--- config.mk ---
export PLATFORM = sky130hd
export DESIGN_NAME = uart_rx
export DESIGN_NICKNAME = d
export VERILOG_FILES = /design/src/rtl/uart_pkg.sv /design/src/rtl/sync_2ff.sv /design/src/rtl/uart_rx.sv
export SDC_FILE = /design/constraint.sdc
export NUM_CORES = 1
export LEC_CHECK = 0
export CAP_MARGIN = 20
export CORE_ASPECT_RATIO = 0.6
export CORE_MARGIN = 8
export CORE_UTILIZATION = 45
export DETAILED_ROUTE_END_ITERATION = 10
export GPL_TIMING_DRIVEN = 0
export PLACE_DENSITY = 0.76
export REMOVE_ABC_BUFFERS = 1
export SYNTH_ARGS = -nofsm -noshare
export SYNTH_HDL_FRONTEND = slang
export SYNTH_SLANG_ARGS = --single-unit
--- constraint.sdc ---
create_clock -name clock -period 3.1 [get_ports clock]
set_input_delay 0.93 -clock clock [delete_from_list [all_inputs] [get_ports clock]]
set_output_delay 0.93 -clock clock [all_outputs]
set_load 0.05 [all_outputs]
--- src/rtl/uart_pkg.sv ---
// Shared UART definitions: receiver states, frame size and idle line level.
package uart_pkg;

  localparam int   UART_DATA_BITS  = 8;
  localparam logic UART_IDLE_LEVEL = 1'b1;

  typedef enum logic [2:0] {
    IDLE,
    START,
    DATA,
    STOP,
    WAIT_HIGH
  } uart_rx_state_t;

endpackage

--- src/rtl/sync_2ff.sv ---
// Two-flop synchroniser for asynchronous inputs; both flops reset to RESET_VAL.
module sync_2ff #(
  parameter int               WIDTH     = 1,
  parameter logic [WIDTH-1:0] RESET_VAL = '0
) (
  input  logic             clock,
  input  logic             reset_n,
  input  logic [WIDTH-1:0] d,
  output logic [WIDTH-1:0] q
);

  logic [WIDTH-1:0] meta;

  always_ff @(posedge clock or negedge reset_n) begin
    if (!reset_n) begin
      meta <= RESET_VAL;
      q    <= RESET_VAL;
    end else begin
      meta <= d;
      q    <= meta;
    end
  end

endmodule

--- src/rtl/uart_rx.sv ---
// 8N1 UART receiver: mid-bit start validation, centre sampling, valid/ack byte handoff.
// state     | meaning
// IDLE      | line high, waiting for a falling edge
// START     | counting to mid start bit to reject glitches
// DATA      | sampling 8 data bits at bit centres, LSB first
// STOP      | sampling the stop bit
// WAIT_HIGH | framing error seen, waiting for the line to return high
module uart_rx
  import uart_pkg::*;
#(
  parameter int CLKS_PER_BIT = 16
) (
  input  logic                      clock,
  input  logic                      reset_n,
  input  logic                      rx,
  output logic [UART_DATA_BITS-1:0] data,
  output logic                      valid,
  input  logic                      ack,
  output logic                      frame_error,
  output logic                      overrun,
  output logic                      busy
);

  localparam int              CW       = $clog2(CLKS_PER_BIT);
  localparam int              H        = CLKS_PER_BIT / 2;
  localparam logic [CW-1:0]   CNT_LAST = CW'(CLKS_PER_BIT - 1);
  localparam logic [CW-1:0]   CNT_MID  = CW'(H - 1);
  localparam logic [2:0]      BIT_LAST = 3'(UART_DATA_BITS - 1);

  uart_rx_state_t            state, state_next;
  logic [CW-1:0]             clk_cnt, clk_cnt_next;
  logic [2:0]                bit_cnt, bit_cnt_next;
  logic [UART_DATA_BITS-1:0] shift_reg, shift_next;
  logic                      rx_s;
  logic                      load_byte;
  logic                      stop_bad;

  sync_2ff #(
    .WIDTH    (1),
    .RESET_VAL(UART_IDLE_LEVEL)
  ) u_sync (
    .clock  (clock),
    .reset_n(reset_n),
    .d      (rx),
    .q      (rx_s)
  );

  always_ff @(posedge clock or negedge reset_n) begin
    if (!reset_n) begin
      state     <= IDLE;
      clk_cnt   <= '0;
      bit_cnt   <= '0;
      shift_reg <= '0;
    end else begin
      state     <= state_next;
      clk_cnt   <= clk_cnt_next;
      bit_cnt   <= bit_cnt_next;
      shift_reg <= shift_next;
    end
  end

  always_comb begin
    state_next   = state;
    clk_cnt_next = clk_cnt;
    bit_cnt_next = bit_cnt;
    shift_next   = shift_reg;
    load_byte    = 1'b0;
    stop_bad     = 1'b0;
    case (state)
      IDLE: begin
        if (rx_s != UART_IDLE_LEVEL) begin
          state_next   = START;
          clk_cnt_next = '0;
        end
      end
      START: begin
        if (clk_cnt == CNT_MID) begin
          if (rx_s != UART_IDLE_LEVEL) begin
            state_next   = DATA;
            clk_cnt_next = '0;
            bit_cnt_next = '0;
          end else begin
            state_next = IDLE;
          end
        end else begin
          clk_cnt_next = clk_cnt + 1'b1;
        end
      end
      DATA: begin
        if (clk_cnt == CNT_LAST) begin
          shift_next   = {rx_s, shift_reg[UART_DATA_BITS-1:1]};
          clk_cnt_next = '0;
          bit_cnt_next = bit_cnt + 1'b1;
          if (bit_cnt == BIT_LAST) state_next = STOP;
        end else begin
          clk_cnt_next = clk_cnt + 1'b1;
        end
      end
      STOP: begin
        if (clk_cnt == CNT_LAST) begin
          clk_cnt_next = '0;
          if (rx_s == UART_IDLE_LEVEL) begin
            load_byte  = 1'b1;
            state_next = IDLE;
          end else begin
            stop_bad   = 1'b1;
            state_next = WAIT_HIGH;
          end
        end else begin
          clk_cnt_next = clk_cnt + 1'b1;
        end
      end
      WAIT_HIGH: begin
        // A held-low break stays here so it reports only one framing error
        if (rx_s == UART_IDLE_LEVEL) state_next = IDLE;
      end
      default: state_next = IDLE;
    endcase
  end

  // A new byte landing in the same cycle as ack keeps valid high
  always_ff @(posedge clock or negedge reset_n) begin
    if (!reset_n) begin
      data        <= '0;
      valid       <= 1'b0;
      overrun     <= 1'b0;
      frame_error <= 1'b0;
    end else begin
      frame_error <= stop_bad;
      if (load_byte) begin
        data    <= shift_reg;
        valid   <= 1'b1;
        overrun <= valid & ~ack;
      end else begin
        overrun <= 1'b0;
        if (valid && ack) valid <= 1'b0;
      end
    end
  end

  assign busy = (state != IDLE);

endmodule

* Word level (Yosys, flattened, before mapping) *
Cells that the tools add are included.

storage, ports and cells
  input bits = 4
  output and inout bits = 12
  flip-flop bits (word level) = 31
  logic and storage cells = 64

cells by class
  reduce and logical (&&, ||, !) cells = 10
  equality and inequality tests = 14
  bitwise gates (word level) = 2
  add/sub/neg operators = 2
  mux-type cells = 26

operators by type and width
  cell                 number
  $mux 3               10
  $pmux 3 s5           1
  $mux 4               3
  $ne 2x2->1 const B   6
  $pmux 4 s3           1
  $mux 1               9
  $eq 3x2->1 const B   2
  $eq 3x3->1 const B   2
  $pmux 3 s2           1
  $reduce_and 6->1     1
  $reduce_bool 3->1    2
  $add 4x1->4 const B  1
  $eq 4x3->1 const B   1
  $eq 4x4->1 const B   1
  $reduce_and 4->1     1
  $reduce_bool 2->1    2
  $add 3x1->3 const B  1
  $eq 3x1->1 const B   1
  $logic_not 3->1      1
  $mux 2               1
  $ne 2x1->1 const B   1
  $reduce_and 2->1     1
  $reduce_or 2->1      1
  $and 1x1->1          1
  2 further kinds      2

* Logic depth before layout (Yosys ltp) *
Gate-level depths: netlist (run 1).

  depth after elaboration = 4
  mapped depth = 6
  gate-level depth less buffers = 5

* By module *
A second synthesis (run 1) with hierarchy kept.

unflattened totals
  cell total of the unflattened synthesis = 119
  area total of the unflattened synthesis = 1321.3 sq um

modules (own cells, without submodules)
  module    instances  cells each  seq. area each (sq um)  area an instance (sq um)
  uart_rx   1          117         725.7                   1268.7
  sync_2ff  1          2           52.6                    52.6

* Worst setup path before layout (run 1) *
OpenSTA, ideal clock, no wires.

  path type = register to output
  start point = register state[1]
  end point = output busy
  required time = 2170 ps
  stages on the path, launching flop included = 4
  setup slack = 922 ps
  buffers on the path = 2
  arrival = 1248 ps
  cell sequence = dfrtp_1 -> buf_2 -> clkbuf_1 -> or3_1

on the way
  longest elaborated chain between the ends = 1

RTL lines
  item                    RTL line        RTL
  start, declared         uart_rx.sv:30   uart_rx_state_t state, state_next;
  start signal, assigned  uart_rx.sv:55   state <= state_next;
  $reduce_bool 3->1       uart_rx.sv:141  assign busy = (state != IDLE);
  end, declared           uart_rx.sv:21   output logic busy

Every way passes these cells.

* Worst setup path after layout (run 1) *
  start point = register state[0]
  end point = output busy

Same word-level chain as after synthesis.

==> out/metrics.cfg, run 1 <==
[clock_network]
cts_sinks = 31
root_buffer = clkbuf_8
holdBufCountCts = 0
clk_latency_ps = 270
cts_setup_buffers = 0
clockBufferDepth = 2
ctsResizeCount = 0
clkTransAtPathRegs_ps = 60
numCtsBuffers = 5
cts.htree.levels = 2
cts_tree = yes

[route]
drt.antenna.violating_nets = 0
wl_met1_um = 1373
drc = 0
wl_met3_um = 139
wl_per_cell_um = 15.78
viasPerCell = 5.385
drtPass1Iterations = 4
drt_wl_total_um = 2824
top_layer = met4
drt_iter0_drc = 53
vias = 964
routed-wl-met2_um = 1269

[logic_synthesis]
synth_edf_count = 0
synth_common_cells = dfrtp_1 (29), nor2_1 (10), mux2_2 (9), mux2_4 (8), nand2_1 (6)
yosysTopAreaCell = dfrtp_1
async_reset_ff_share_pct = 100.0
yosys_most_used_dff = dfrtp_1
synth.distinct_cells = 40
synth_cells = 117
synth.most_common_cell = dfrtp_1
synth_top_area_share_pct = 49.32
synth_area_leaders = dfrtp_1 (49%), mux2_4 (8.2%), mux2_2 (6.9%)
syn_area_um2 = 1471
seq_area_frac_synth_pct = 52.89
synth-seq-cells = 31
avgSynthCellArea_um2 = 12.58
synth_warnings = 0

[layout]
num-fill-cells = 265
multi_input_area_um2 = 624.3
diodes = 0
fin_nets = 140
seq_area_um2 = 778.2
drive_gt1_share_pct = 24.63
area_growth_pct = 18.03
postLayoutCoreUtil_pct = 54.56

[floorplanning]
row_count = 16
initial_core_util_pct = 46.23
coreArea_um2 = 3183
die_w_um = 89.82
num_io_pins = 16
dieArea_um2 = 5416
die_h_um = 60.30

[worst_setup_path]
path_cells = or3_1 > clkdlybuf4s50_1
critical_path_required_ps = 2170
slowest_stage = clkdlybuf4s50_1
path_max_fanout = 15
path_class = flop to primary output
cp_slowest_stage_delay_ps = 710
cp-start-kind = flop
worst_setup_path_end_kind = primary output
worstPathArrival_ps = 1980
reg2regPathDepth = 4

[grt]
grt_pass1_wl_um = 4733
grt_antenna_before_repair = 0
grt_max_degree = 22
grt_pass1_vias = 987
overflow = 0
grt_usage_pct = 11.36

[place]
gp_congestion = 0.8280
io_buffers = 15
dp_hpwl_um = 1907

[timing]
hold_viol_final = 0
min_period_ps = 2909
fin_skew_ps = 2.949
hold_slack_ps = 357.6
setup_viol = 0
tightest_slew_ps = 705.8
rsz0062_at_grt = no
finalCritPeriodShare_pct = 93.85
slew_violations = 0
relSlewSlack_pct = 52.75
tns_ps = 0
max_freq_mhz = 343.7

[min_path]
hold_class = flop to flop
hold_depth = 0

[pwr]
p_leak_nw = 0.7745
powerDensity_nw_per_um2 = 641.0
irDropWorstVdd_mv = 0.2429

[run_status]
status = finished, final reports clean

[job]
drv_cap = 0

[kinds of logic (layout without fill, tap and decap cells)]
family	Yosys count	in the layout	synth area share [%]
and+or+nand+nor	35	35	15.22
DFF	31	31	52.89
AOI/OAI and AO/OA	19	19	8.929
muxes	18	18	15.73
buffers and inverters	11	28	4.676
adders and majority gates	3	3	2.551
[worst paths after layout]
| kind | slack [ps] | endpoint | start |
|---|---|---|---|
| max | 190 | busy | state[0] |
| max in group asynchronous | 1580 | clk_cnt[3] | reset_n |
| min | 360 | u_sync.q | u_sync.meta |
| min in group asynchronous | 1020 | data[4] | reset_n |
| min reg2reg | 360 | u_sync.q | u_sync.meta |
| max reg2reg | 1010 | shift_reg[4] | clk_cnt[0] |
[layout make-up]
class	instances	area share [%]
sequential	31	44.81
multi-input combinational	75	35.95
timing repair buffer	16	10.23
clock buffer	6	4.179
tap	45	3.242
inverter	4	0.8646
clock inverter	2	0.7205
[critical path: cells and delay by family (launching register included)]
family / cells / cell delay (ps)
DFF: 1 / 560
buffers and inverters: 1 / 710
and+or+nand+nor: 1 / 430
[stage by stage]
| step | setup slack (ps) | total power, mW | cell area, um^2 | instances |
|---|---|---|---|---|
| after detailed placement | 491.3 | 0.8160 | 1652 | 171 |
| after CTS | 182.5 | 1.125 | 1737 | 179 |
| after global placement | 526.4 | 0.7882 | 1624 | 170 |
| after global routing | 145.4 | 1.189 | 1737 | 179 |
| final | 190.5 | 1.113 | 1737 | 179 |
| after floorplan | 1055 | 0.7340 | 1418 | 110 |
[metal layers]
metal,vias up,GRT usage (%)
met5,-,0
met4,0,6.683
met3,5,4.010
met2,30,18.23
met1,476,13.09
li1,453,-
[where the power goes]
part           internal [mW]  switching [mW]
combinational          0.134           0.133
clock                  0.157           0.146
sequential             0.451          0.0935
[layout by cell type (no fill, tap or decap), types with 2 or more instances in the layout]
master / count
a21oi_1: 3
a22o_1: 2
clkbuf_8: 5
clkdlybuf4s50_1: 15
dfrtp_1: 29
dfstp_2: 2
ha_1: 3
inv_1: 4
mux2_2: 9
mux2_4: 8
nand2_1: 6
nand3_1: 3
nor2_1: 10
nor2b_1: 2
nor4b_1: 2
o21ai_0: 4
o22ai_1: 2
Note: power is estimated with default switching activity, not from simulation.
==> run 2: changes to the inputs <==
clock period = 3.2 ns   (was 3.1 ns; I/O delays follow)
==> results of run 2 <==
Same layout as run 1 (identical final DEF). Status: finished, final reports clean.
Among the figures that moved: setup slack after placement 491.3 ps -> 561.3 ps; setup slack after layout 190.5 ps -> 260.5 ps; register-to-register setup slack 1010 ps -> 1110 ps; total power 1.113 mW -> 1.078 mW; worst IR drop on VDD 0.2429 mV -> 0.2353 mV
==> run 3: changes to the inputs <==
CTS_BUF_LIST = sky130_fd_sc_hd__clkbuf_4 sky130_fd_sc_hd__clkbuf_8   (was default)
REMOVE_ABC_BUFFERS = default   (was 1)
==> run 3 against run 2 <==
  * Critical path depth is 2 higher
  * Cell count is 3.9% higher
  * Worst hold slack worse by 2.3 ps
  * Via count is 2.7% higher
  * Global-route usage is 0.48 points higher
  * Flip-flop and latch count stayed put
  * Setup slack better by 200 ps
  * Non-clock buffer count is 7 higher
  * Final area is 3.6% higher
==> out/metrics.cfg, run 3 (synthesis results as in run 1) <==
[timing]
fin_skew_ps = 5.369  ; was 2.949 ps
slew_violations = 0  ; unchanged
hold_viol_final = 0  ; unchanged
max_freq_mhz = 365.2  ; was 340.2 MHz
relSlewSlack_pct = 62.39  ; was 52.75%
min_period_ps = 2738  ; was 2939 ps
tns_ps = 0  ; unchanged
setup_viol = 0  ; unchanged
tightest_slew_ps = 562.4  ; was 705.8 ps
finalCritPeriodShare_pct = 85.57  ; was 91.86%
rsz0062_at_grt = no  ; unchanged

[worst_setup_path]
crit_family = buffers and inverters  ; unchanged
path_max_fanout = 10  ; was 15
worstPathArrival_ps = 1780  ; was 1980 ps
path_class = flop to primary output  ; unchanged
cp-startpoint = state[1]  ; was state[0]
critical_path_required_ps = 2240  ; about the same
worst_setup_path_end_kind = primary output  ; unchanged
path_cells = buf_2 > clkbuf_1 > or3_1 > dlymetal6s2s_1  ; was or3_1 > clkdlybuf4s50_1
cp_num_buf_inv = 3  ; was 1
cp_slowest_stage_delay_ps = 400  ; was 710 ps
cp-start-kind = flop  ; unchanged
timing.rr.start = clk_cnt[0]  ; unchanged
slowest_stage = or3_1  ; was clkdlybuf4s50_1

[grt]
grt_antenna_before_repair = 0  ; unchanged
grt_usage_pct = 11.84  ; was 11.36%
grt_pass1_wl_um = 4836  ; was 4733 um
grt_pass1_vias = 987  ; unchanged
overflow = 0  ; unchanged
grt_max_degree = 22  ; unchanged

[route]
drtPass1Iterations = 4  ; unchanged
vias = 990  ; was 964
drt_wl_total_um = 2883  ; was 2824 um
drt_iter0_drc = 56  ; was 53
viasPerCell = 5.323  ; was 5.385
drt.antenna.violating_nets = 0  ; unchanged
wl_per_cell_um = 15.50  ; was 15.78 um
drc = 0  ; unchanged

[clock_network]
cts.htree.levels = 2  ; unchanged
numCtsBuffers = 5  ; unchanged
clockBufferDepth = 2  ; unchanged
cts_tree = yes  ; unchanged
cts_setup_buffers = 0  ; unchanged
cts_sinks = 31  ; unchanged
clk_latency_ps = 290  ; was 270 ps
clkTransAtPathRegs_ps = 60  ; about the same
root_buffer = clkbuf_8  ; unchanged
holdBufCountCts = 0  ; unchanged

[floorplanning]
num_io_pins = 16  ; unchanged
die_h_um = 60.30  ; unchanged
row_count = 16  ; unchanged
coreArea_um2 = 3183  ; unchanged
die_w_um = 89.82  ; unchanged
dieArea_um2 = 5416  ; unchanged
initial_core_util_pct = 46.23  ; unchanged

[min_path]
min-delay-start = u_sync.meta  ; unchanged
hold_class = flop to flop  ; unchanged

[job]
drv_cap = 0  ; unchanged

[run_status]
status = finished, final reports clean  ; unchanged

[place]
dpl_cell_area_um2 = 1693  ; was 1652 um^2
gp_congestion = 0.7813  ; was 0.8280
io_buffers = 15  ; unchanged
dp_hpwl_um = 2044  ; was 1907 um

[pwr]
powerDensity_nw_per_um2 = 637.6  ; was 621.0 nW/um^2
irDropWorstVdd_mv = 0.3229  ; was 0.2353 mV
p_leak_nw = 0.8098  ; was 0.7745 nW

[layout]
postLayoutCoreUtil_pct = 56.53  ; was 54.56%
final_cell_mix = dfrtp_1 (29), clkdlybuf4s50_1 (14), nor2_1 (10), mux2_2 (9), mux2_4 (8)  ; was dfrtp_1 (29), clkdlybuf4s50_1 (15), nor2_1 (10), mux2_2 (9), mux2_4 (8)
design_area_um2 = 1799  ; was 1737 um^2
fin_nets = 147  ; was 140
drive_gt1_share_pct = 27.66  ; was 24.63%
num-fill-cells = 244  ; was 265
diodes = 0  ; unchanged
area_growth_pct = 22.28  ; was 18.03%
final_common_cell = dfrtp_1  ; unchanged

[logic_synthesis]
synth_nets = 124

-- run 3: per-stage QoR --
| stage | hold slack [ps] | instances | worst slack [ps] | total power [mW] |
|---|---|---|---|---|
| 4_1_cts | 356.6 | 186 | 87.74 | 1.154 |
| 6_report | 355.4 | 186 | 461.6 | 1.147 |
| 5_1_grt | 364.8 | 186 | 353.5 | 1.219 |
| 3_5_place_dp | 347.5 | 178 | 406.7 | 0.8015 |
| 2_1_floorplan | 345.2 | 117 | 992.5 | 0.7244 |
| 3_3_place_gp | 346.8 | 177 | 455.7 | 0.7789 |
-- run 3: final cells by class --
cell class              count  area (um^2)  area share [%]
repair buffers             16        167.7           9.318
inverters                   4        15.01          0.8345
plain buffers               7        53.80           2.990
clock buffers               8        103.9           5.772
well taps                  45        56.30           3.129
multi-input cells          75        624.3           34.70
flip-flops and latches     31        778.2           43.25
-- run 3: final timing paths --
check	end	cells past startpoint	slack, ps
max	busy	4	460
min	u_sync.q	0	360
max reg2reg	shift_reg[4]	5	1340
min reg2reg	u_sync.q	0	360
max in group asynchronous	data[5]	2	1630
min in group asynchronous	clk_cnt[2]	1	1030
-- run 3: repair_timing --
action | in CTS | in global routing
endpoints found under the setup margin | 0 | 1
gates resized for setup | 0 | 1
hold endpoints to repair | 0 | 0
-- run 3: where the power goes --
part	switching [mW]	internal (mW)	leakage, nW
Sequential	0.0507	0.438	0.409
Combinational	0.170	0.139	0.345
Clock	0.145	0.205	0.0549
Total	0.367	0.781	0.810
-- run 3: metal layers --
metal | up-vias | routed length, um | part of all wire (%) | GRT usage [%]
met4 | 0 | 59 | 2.0 | 6.444
met1 | 490 | 1342 | 47 | 14.17
met5 | - | 0 | 0 | 0
met3 | 6 | 172 | 6.0 | 4.511
li1 | 465 | - | - | -
met2 | 29 | 1308 | 45 | 18.23
